<file path="config.mk">
export PLATFORM = sky130hd
export DESIGN_NAME = btn_debounce_flat
export DESIGN_NICKNAME = d
export VERILOG_FILES = /design/src/rtl/btn_pkg.sv /design/src/rtl/btn_debounce_if.sv /design/src/rtl/btn_debounce_ch.sv /design/src/rtl/btn_debounce.sv /design/src/flat_wrapper.sv
export SDC_FILE = /design/constraint.sdc
export NUM_CORES = 1
export LEC_CHECK = 0
export BUFFER_PORTS_ARGS = -buffer_cell sky130_fd_sc_hd__buf_2
export CORE_ASPECT_RATIO = 0.5
export CORE_MARGIN = 4
export CORE_UTILIZATION = 62
export DETAILED_ROUTE_END_ITERATION = 10
export HOLD_SLACK_MARGIN = 0.1
export PLACE_DENSITY_LB_ADDON = 0.1
export SLEW_MARGIN = 20
export SYNTH_ARGS = -nofsm -noshare
export SYNTH_HDL_FRONTEND = slang
export SYNTH_SLANG_ARGS = --single-unit
</file>
<file path="constraint.sdc">
create_clock -name clk -period 3.1 [get_ports clk]
set_input_delay 0.155 -clock clk [delete_from_list [all_inputs] [get_ports clk]]
set_output_delay 0.155 -clock clk [all_outputs]
set_load 0.005 [all_outputs]
</file>
<file path="src/rtl/btn_pkg.sv">
// btn_pkg: shared debounce FSM state encoding and the short bench debounce length
package btn_pkg;
  typedef enum logic [1:0] {
    S_LOW  = 2'd0,
    S_RISE = 2'd1,
    S_HIGH = 2'd2,
    S_FALL = 2'd3
  } state_t;
  localparam int DEB_CYCLES_SIM = 16;
endpackage

</file>
<file path="src/rtl/btn_debounce_if.sv">
// btn_debounce_if: raw button inputs and the debounced level/strobe outputs
interface btn_debounce_if #(parameter int N_BTN = 3);
  logic [N_BTN-1:0] btn_raw;
  logic [N_BTN-1:0] btn_level;
  logic [N_BTN-1:0] btn_press;
  logic [N_BTN-1:0] btn_release;
  modport master (output btn_raw, input btn_level, btn_press, btn_release);
  modport slave (input btn_raw, output btn_level, btn_press, btn_release);
endinterface

</file>
<file path="src/rtl/btn_debounce_ch.sv">
// debounce_ch: one button channel, 2-FF synchroniser feeding a counted 4-state debounce FSM
module debounce_ch
  import btn_pkg::*;
#(
  parameter int DEB_CYCLES = 1_250_000,
  parameter int CNT_W      = 21
) (
  input  logic clk,
  input  logic rst,
  input  logic raw,
  output logic level,
  output logic press,
  output logic rls
);
  localparam logic [CNT_W-1:0] LAST = CNT_W'(DEB_CYCLES - 1);
  state_t st_q, st_d;
  logic s1_q, s1_d, s2_q, s2_d;
  logic [CNT_W-1:0] cnt_q, cnt_d;
  logic level_q, level_d, press_q, press_d, rls_q, rls_d;
  always_comb begin
    s1_d    = raw;
    s2_d    = s1_q;
    st_d    = st_q;
    cnt_d   = cnt_q;
    level_d = level_q;
    press_d = 1'b0;
    rls_d   = 1'b0;
    case (st_q)
      S_LOW: if (s2_q) begin
        st_d  = S_RISE;
        cnt_d = '0;
      end
      S_RISE: if (!s2_q) st_d = S_LOW;
      else if (cnt_q == LAST) begin
        st_d    = S_HIGH;
        level_d = 1'b1;
        press_d = 1'b1;
      end else cnt_d = cnt_q + 1'b1;
      S_HIGH: if (!s2_q) begin
        st_d  = S_FALL;
        cnt_d = '0;
      end
      default: if (s2_q) st_d = S_HIGH;
      else if (cnt_q == LAST) begin
        st_d    = S_LOW;
        level_d = 1'b0;
        rls_d   = 1'b1;
      end else cnt_d = cnt_q + 1'b1;
    endcase
  end
  always_ff @(posedge clk) begin
    if (!rst) begin
      s1_q    <= 1'b0;
      s2_q    <= 1'b0;
      st_q    <= S_LOW;
      cnt_q   <= '0;
      level_q <= 1'b0;
      press_q <= 1'b0;
      rls_q   <= 1'b0;
    end else begin
      s1_q    <= s1_d;
      s2_q    <= s2_d;
      st_q    <= st_d;
      cnt_q   <= cnt_d;
      level_q <= level_d;
      press_q <= press_d;
      rls_q   <= rls_d;
    end
  end
  assign level = level_q;
  assign press = press_q;
  assign rls   = rls_q;
endmodule

</file>
<file path="src/rtl/btn_debounce.sv">
// btn_debounce: N_BTN independent debounce channels behind one interface
module btn_debounce
  import btn_pkg::*;
#(
  parameter int N_BTN      = 3,
  parameter int DEB_CYCLES = 1_250_000,
  parameter int CNT_W      = 21
) (
  input logic           clk,
  input logic           rst,
  btn_debounce_if.slave bus
);
  for (genvar i = 0; i < N_BTN; i++) begin : g_ch
    debounce_ch #(.DEB_CYCLES(DEB_CYCLES), .CNT_W(CNT_W)) u_ch (
      .clk   (clk),
      .rst   (rst),
      .raw   (bus.btn_raw[i]),
      .level (bus.btn_level[i]),
      .press (bus.btn_press[i]),
      .rls   (bus.btn_release[i])
    );
  end
endmodule

</file>
<file path="src/flat_wrapper.sv">
// flat-port wrapper written by rule: the top's interface ports become plain ports
module btn_debounce_flat import btn_pkg::*;
#(
  parameter int N_BTN      = 3,
  parameter int DEB_CYCLES = 1_250_000,
  parameter int CNT_W      = 21
)
  (clk, rst, bus_btn_raw, bus_btn_level, bus_btn_press, bus_btn_release);
  btn_debounce_if #(.N_BTN(N_BTN)) bus_i ();
  input logic clk;
  input logic rst;
  input wire logic [$bits(bus_i.btn_raw)-1:0] bus_btn_raw;
  output wire logic [$bits(bus_i.btn_level)-1:0] bus_btn_level;
  output wire logic [$bits(bus_i.btn_press)-1:0] bus_btn_press;
  output wire logic [$bits(bus_i.btn_release)-1:0] bus_btn_release;
  assign bus_i.btn_raw = bus_btn_raw;
  assign bus_btn_level = bus_i.btn_level;
  assign bus_btn_press = bus_i.btn_press;
  assign bus_btn_release = bus_i.btn_release;
  btn_debounce #(.N_BTN(N_BTN), .DEB_CYCLES(DEB_CYCLES), .CNT_W(CNT_W)) u_core (.clk(clk), .rst(rst), .bus(bus_i));
endmodule
</file>
; After elaboration in Yosys (flattened, before gate mapping)
; Cells that the tools add are included.
; W data, S select, Z words.
[word_totals]
register_bits = 84
input_bits = 5
out_inout_bits = 9
[classes]
addsub = 3
n_eq_ne = 27
n_mux = 57
bitwise_logic = 4
reduce_logical = 24
[op_table]
columns = op, n
row1 = $mux W21, 15
row2 = $pmux W21 S3, 3
row3 = $add A21 B1 Y21 const B, 3
row4 = $eq A21 B21 Y1 const B, 3
row5 = $mux W2, 18
row6 = $reduce_and A4 Y1, 9
row7 = $ne A2 B2 Y1 const B, 9
row8 = $pmux W2 S3, 3
row9 = $mux W1, 15
row10 = $reduce_or A5 Y1, 3
row11 = $reduce_bool A4 Y1, 3
row12 = $ne A3 B1 Y1 const B, 3
row13 = $ne A3 B3 Y1 const B, 3
row14 = $reduce_and A3 Y1, 3
row15 = $eq A2 B1 Y1 const B, 3
row16 = $eq A2 B2 Y1 const B, 3
row17 = $logic_not A2 Y1, 3
row18 = $ne A2 B1 Y1 const B, 3
row19 = $pmux W1 S2, 3
row20 = $reduce_or A2 Y1, 3
row21 = $not A1 Y1, 4

; Longest topological paths before layout
; Gate-level depths: netlist of the first run.
[logic_depth]
depth_word = 4
ltp_mapped = 9

; Hierarchy
; Synthesis of the first run repeated with hierarchy kept, for this count alone.
[unflattened]
hier_cells = 584
hier_area_um2 = 4835.9
[modules_own_cells]
columns = module, instances, cells_each, area_each_um2
row1 = debounce_ch at u_core.g_ch[0].u_ch ..., 2, 198, 1629.1
row2 = debounce_ch at u_core.g_ch[2].u_ch, 1, 188, 1577.8

; Worst setup path before layout of the first run
; OpenSTA, ideal clock, no wires.
[synth_timing]
kind = register to register
start = reg u_core.g_ch[1].u_ch.st_q[0]
end = reg u_core.g_ch[1].u_ch.cnt_q[13]
arrival_ps = 2254
required_time_ps = 2978
slack_ps = 724
stages_incl_launch_ff = 10
cell_sequence = dfxtp_1 > inv_1 > ha_1 > clkbuf_1 > or4b_1 > a32oi_1 > o21ai_2 > and2_1 > clkbuf_1 > a221o_1
[synth_between]
elab_chain_len = 3
word_cells_on_any_way = 9
[synth_rtl]
columns = element, line
row1 = from (decl), btn_debounce_ch.sv:16  ; state_t st_q, st_d;
row2 = from (signal assigned), btn_debounce_ch.sv:63  ; st_q <= st_d;
row3 = $eq A2 B1 Y1 (tied with other cells), btn_debounce_ch.sv:28  ; case (st_q)
row4 = $ne A3 B1 Y1 (no source line) or $ne A2 B2 Y1 (tied branches), n/a
row5 = $reduce_and A4 Y1 (no source line), n/a
row6 = to (signal assigned), btn_debounce_ch.sv:64  ; cnt_q <= cnt_d;
row7 = to (decl), btn_debounce_ch.sv:18  ; logic [CNT_W-1:0] cnt_q, cnt_d;
; Several ways; a longest one is shown, not always the timed one.
; A chain may end at the register's enable or synchronous reset.

; Final worst setup path of the first run
[layout_timing]
start = reg u_core.g_ch[1].u_ch.st_q[0]
end = reg u_core.g_ch[1].u_ch.cnt_q[11]
; Same word-level chain as after synthesis.

==> impl_metrics.ini, run 1 <==
[yosys]
yosys_warnings = 0
netlist.top_cell.by_area = dfxtp_1
yosysUniqueCellTypes = 70
synth-async-reset-ratio = 0
synthTopCellsByArea = dfxtp_1, a21oi_1, o21ai_0, nand2_1, nor2_1
syn_inst = 587
synth_top_cell_area_share = 0.354
synth-edff-count = 0
synth-seq-cells = 84
yosysSeqAreaShare = 0.354
synth_ff_type = dfxtp_1
syn_area_um2 = 4750
avgSynthCellArea_um2 = 8.09
syn_nets = 604

[critical_path]
reg2reg_from = u_core.g_ch[1].u_ch.st_q[0]
cpPeakStageDelay_ns = 0.52
crit_path_start_kind = flip-flop
path_class = reg2reg
cp_slowest_cell = or4b_1
critPathBufInv = 1
critPathRequiredTime_ns = 3.35
crit_fanout = 12
endpoint_kind = flip-flop
cp.arrival_ns = 2.75
critPathTopFamily = simple AND/OR/NAND/NOR gates
critPathLaunch = u_core.g_ch[1].u_ch.st_q[0]
crit_chain = inv_1 -> ha_1 -> or4b_1 -> a32oi_1 -> o21ai_2 -> nand2b_1 -> o32ai_1

[final_layout]
final_nets = 600
final_common_cell = dfxtp_1
synthToLayoutAreaGrowth_pct = 7.06
drive_gt1_frac = 0.0922
mostFrequentLayoutCells = dfxtp_1, nand2_1, nor2_1
diodes = 0
fin_util = 0.689

[sta]
fin_crit_sh = 0.807
finalHoldViolations = 0
grt_setup_unrepaired = no
whs_ns = 0.433
worst_slew_pin_slew_ns = 0.820
setup_tns_ns = 0
finalCriticalPeriod_ns = 2.50
finClkSkew_ns = 0.00493
max_freq_mhz = 400
setup_violations = 0
maxSlewHeadroom = 0.448
drv_slew = 0

[place]
place.gp.congestion = 0.843
io_buffers = 13
dp_hpwl_mm = 7.25

[clock_network]
cts_buffers = 9
cts_resized = 0
clockBufferDepth = 2
cts_tree = done
clock_latency_ns = 0.34
htree_levels = 3
cts_hold_buf = 3
clock_sinks = 84
clock-root-buffer = clkbuf_16
post_cts_buffers = 0
cts.clk_slew.worst_paths_ns = 0.06

[drt]
drt-total-wl_mm = 10.8
vias_per_cell = 6.53
wl_per_cell_um = 15.8
first_pass_iters = 5
ant_nets = 0
drc = 0
drt_iter0_drc = 319
dr_total_vias = 4451

[global_routing]
grt_pass1_vias = 4014
grt_pass1_wl_mm = 18.3
grt_start_max_net_pins = 51
grt_antenna_before_repair = 0
grt_overflow = 0
grt.total_usage = 0.235

[pwr]
powerDensity_nw_per_um2 = 443
peakVddDrop_mv = 0.264
p_leak_uw = 0.00178

[min_path]
hold_start = rst
hp-class = in2reg

[floorplanning]
start_util = 0.644
coreArea_um2 = 7380
num_rows = 22
pin_count = 14
die_w_um = 132
die_area_um2 = 9210
die_h_um = 69.9

[outcome]
status = complete, no violations

[run]
drv_cap = 0
## kinds of logic (layout without fill, tap and decap cells)
| kind of cell | count (synthesis) | count (layout) | share of synthesized area |
|---|---|---|---|
| AO/OA/AOI/OAI | 171 | 171 | 0.243 |
| XOR/XNOR | 2 | 2 | 0.00369 |
| adder cells (fa/ha/maj) | 12 | 12 | 0.0316 |
| buffers and inverters | 53 | 52 | 0.0535 |
| flip-flops | 84 | 84 | 0.354 |
| multiplexers | 6 | 6 | 0.0129 |
| AND/OR/NAND/NOR | 259 | 259 | 0.302 |
## report_power, final
group | internal (µW) | switching [µW] | leakage (µW)
Clock | 550 | 394 | 0.000131
Combinational | 74.7 | 137 | 0.000973
Sequential | 1090 | 8.97 | 0.000678
## registers in the layout, indices dropped and copies added, names as in the netlist, named ones only
name                    flops
u_core.g_ch.u_ch.press      3
u_core.g_ch.u_ch.rls        3
u_core.g_ch.u_ch.s2_q       3
u_core.g_ch.u_ch.cnt_q     63
u_core.g_ch.u_ch.s1_q       3
u_core.g_ch.u_ch.level      3
u_core.g_ch.u_ch.st_q       3
## metal layers
layer | track usage | part of all wire
met1 | 0.298 | 0.46
met2 | 0.394 | 0.46
met3 | 0.0655 | 0.072
met4 | 0.0733 | 0.0098
met5 | 0 | 0
## synthesized netlist by cell type (11+ instances only)
cell type	n
and2_1	13
o21ai_0	40
nand3_1	26
nand4_1	21
ha_1	12
a21oi_1	40
and3_1	16
or3_1	12
a31oi_1	11
clkbuf_1	23
dfxtp_1	84
inv_1	13
nand2_1	50
nor2_1	48
## metrics by stage
step / std cells / total power (µW) / area [µm²] / setup WS [ns]
2_1_floorplan: 587 / 1270 / 4750 / 0.724
3_3_place_gp: 665 / 1320 / 4800 / 0.686
3_5_place_dp: 665 / 1330 / 4800 / 0.611
4_1_cts: 682 / 2270 / 5090 / 0.587
5_1_grt: 682 / 2350 / 5090 / 0.352
6_report: 682 / 2250 / 5090 / 0.598
## worst reg2reg max path, stage by stage, from the launching register on
cell,delay (ns)
dfxtp_1,0.38
inv_1,0.10
ha_1,0.31
or4b_1,0.52
a32oi_1,0.24
o21ai_2,0.15
nand2b_1,0.38
o32ai_1,0.34
## area by class of cell
| class | count | area (µm²) |
|---|---|---|
| fillers | 610 | 2290 |
| inverters | 13 | 48.8 |
| clock buffers | 11 | 243 |
| clock inverters | 3 | 15.0 |
| flip-flops and latches | 84 | 1680 |
| repair buffers | 25 | 163 |
| well taps | 96 | 120 |
| multi-input cells | 450 | 2820 |
## final timing paths
check,end,slack [ns],cells past startpoint
hold reg to reg,u_core.g_ch[2].u_ch.s2_q,0.44,1
hold / removal,u_core.g_ch[2].u_ch.cnt_q[8],0.43,3
setup / recovery,u_core.g_ch[1].u_ch.cnt_q[11],0.60,7
setup reg to reg,u_core.g_ch[1].u_ch.cnt_q[11],0.60,7
Note: power is estimated with default switching activity, not from simulation.
==> run 2, diff against run 1 <==
ABC_AREA = 1   (was not set)
CORE_UTILIZATION = 57   (was 62)
clock period = 2.2 ns   (was 3.1 ns; I/O delays follow)
==> impl_metrics.ini, run 2 <==
[outcome]
status = complete, no violations

[floorplanning]
num_rows = 24
start_util = 0.592
die_h_um = 75.7
pin_count = 14
die_area_um2 = 10900
coreArea_um2 = 8830
die_w_um = 143

[final_layout]
synthToLayoutAreaGrowth_pct = 9.50
mostFrequentLayoutCells = nand2_1, nor2_1, inv_1
drive_gt1_frac = 0.0897
fillers = 874
final_common_cell = nand2_1
diodes = 0
top_register = u_core.g_ch.u_ch.cnt_q
final_nets = 870
largest_reg_flops = 63

[clock_network]
htree_levels = 3
clock_latency_ns = 0.34
cts_tree = done
clock-root-buffer = clkbuf_16
cts_buffers = 9
clock_sinks = 84
cts.clk_slew.worst_paths_ns = 0.06
post_cts_buffers = 0
clockBufferDepth = 2

[pwr]
powerDensity_nw_per_um2 = 576
p_leak_uw = 0.00252
p_total_uw = 3300
peakVddDrop_mv = 0.383

[critical_path]
cp_slowest_cell = nor2_1
timing.reg2reg.setup_slack_ns = 0.22
cp.arrival_ns = 2.25
critPathRequiredTime_ns = 2.46
endpoint_kind = flip-flop
crit_path_start_kind = flip-flop
crit_chain = inv_1 -> ha_1 -> nor2_1 -> o21ai_0 -> inv_2 -> nand3_1 -> nor2_1 -> nand2_1 -> o21ai_0
r2r-end = u_core.g_ch[1].u_ch.cnt_q[13]
cpPeakStageDelay_ns = 0.45
reg2reg_from = u_core.g_ch[1].u_ch.st_q[0]
critPathTopFamily = simple AND/OR/NAND/NOR gates
path_class = reg2reg
crit_fanout = 10
rr_worst_depth = 9
critPathBufInv = 2

[sta]
setup_violations = 0
grt_setup_unrepaired = no
fin_crit_sh = 0.902
setup_tns_ns = 0
finalCriticalPeriod_ns = 1.98
drv_slew = 0
finalHoldViolations = 0
worst_slew_pin_slew_ns = 0.538
max_freq_mhz = 504
finClkSkew_ns = 0.00571
maxSlewHeadroom = 0.640

[yosys]
synthTopCellsByArea = dfxtp_1, nand2_1, nor2_1, inv_1, nand3_1
yosysUniqueCellTypes = 36
avgSynthCellArea_um2 = 6.22
synth-seq-cells = 84
netlist.top_cell.by_area = dfxtp_1
synthXorXnorAreaFrac = 0.0318
synth_top_cell_area_share = 0.322
synth_ff_type = dfxtp_1
yosys_warnings = 0
synthSimpleGateAreaFrac = 0.435
synthAdderAreaFrac = 0.0287
synth.mux.area_fraction = 0
synth-edff-count = 0
syn_nets = 857
synth_top_family_by_area = simple AND/OR/NAND/NOR gates
synth-async-reset-ratio = 0
synth_common_cells = nand2_1, nor2_1, inv_1
syn_inst = 840
yosysMostFrequentCell = nand2_1
syn_area_um2 = 5230
synth-compound-area-share = 0.0766
yosysSeqAreaShare = 0.322

[min_path]
min_to = u_core.g_ch[0].u_ch.cnt_q[7]
hold_depth = 3
hp-class = in2reg
hold_start = rst

[place]
io_buffers = 13
dp_hpwl_mm = 8.72
place.gp.congestion = 0.882

[global_routing]
grt_overflow = 0
grt.total_usage = 0.233
grt_pass1_vias = 4634
grt_start_max_net_pins = 33
grt_antenna_before_repair = 0
grt_pass1_wl_mm = 20.7

[drt]
drt_iter0_drc = 244
drt-total-wl_mm = 12.0
ant_nets = 0
first_pass_iters = 5
vias_per_cell = 5.24
dr_total_vias = 5112
wl_per_cell_um = 12.3
drc = 0

[run]
drv_cap = 0
-- run 2: metrics by stage --
| stage | instances | area (µm²) | worst slack, ns | utilization | hold slack [ns] |
|---|---|---|---|---|---|
| floorplan | 840 | 5230 | 0.557 | - | 0.208 |
| global placement | 956 | 5370 | 0.211 | 0.609 | 0.289 |
| detailed placement | 956 | 5370 | 0.193 | 0.609 | 0.296 |
| CTS | 975 | 5720 | 0.169 | 0.648 | 0.268 |
| global route | 975 | 5730 | 0.0262 | 0.649 | 0.289 |
| finish | 975 | 5730 | 0.215 | 0.649 | 0.274 |
-- run 2: worst max path at each step --
stage,to,depth (start not counted),start
after floorplan,u_core.g_ch[0].u_ch.cnt_q[13],9,u_core.g_ch[0].u_ch.st_q[0]
after CTS,u_core.g_ch[2].u_ch.cnt_q[20],11,u_core.g_ch[2].u_ch.st_q[0]
after global routing,u_core.g_ch[1].u_ch.cnt_q[13],9,u_core.g_ch[1].u_ch.st_q[0]
after detailed placement,u_core.g_ch[2].u_ch.cnt_q[20],11,u_core.g_ch[2].u_ch.st_q[0]
after global placement,u_core.g_ch[2].u_ch.cnt_q[20],11,u_core.g_ch[2].u_ch.st_q[0]
final,u_core.g_ch[1].u_ch.cnt_q[13],9,u_core.g_ch[1].u_ch.st_q[0]
-- run 2: what timing repair did --
item / CTS / global route
hold buffers: 3 / 0
endpoints found under the setup margin: 0 / 1
resized for setup: 0 / 1
hold endpoints to repair: 3 / 0
-- run 2: tightest hold or removal path, delay by kind of cell --
family	cells	cell delay (ns)
buffers and inverters	2	0.29
AOI/OAI and AO/OA	1	0.18
-- run 2: report_power, final --
part / internal [µW] / switching, µW
sequential: 1530 / 9.64
clock: 1020 / 594
combinational: 42.6 / 100
total: 2600 / 704
-- run 2: per-layer routing --
| layer | track usage | share of wire |
|---|---|---|
| met5 | 0 | 0 |
| met4 | 0.0856 | 0.018 |
| met3 | 0.0464 | 0.045 |
| met2 | 0.413 | 0.47 |
| met1 | 0.288 | 0.46 |
-- run 2: cells by family (layout without fill, tap and decap cells) --
group                    Yosys count  after routing
AO/OA/AOI/OAI                     71             71
AND/OR/NAND/NOR                  520            520
flip-flops                        84             84
XOR/XNOR                          19             19
buffers and inverters            134            152
adder cells (fa/ha/maj)           12             12
-- run 2: final cells by class --
| class | instances | area, µm² | area share |
|---|---|---|---|
| Tap cell | 117 | 146 | 0.0256 |
| Clock inverter | 4 | 72.6 | 0.0127 |
| Inverter | 109 | 409 | 0.0715 |
| Multi-Input combinational cell | 622 | 2990 | 0.523 |
| Clock buffer | 12 | 246 | 0.0431 |
| Timing Repair Buffer | 27 | 178 | 0.0310 |
| Sequential cell | 84 | 1680 | 0.294 |
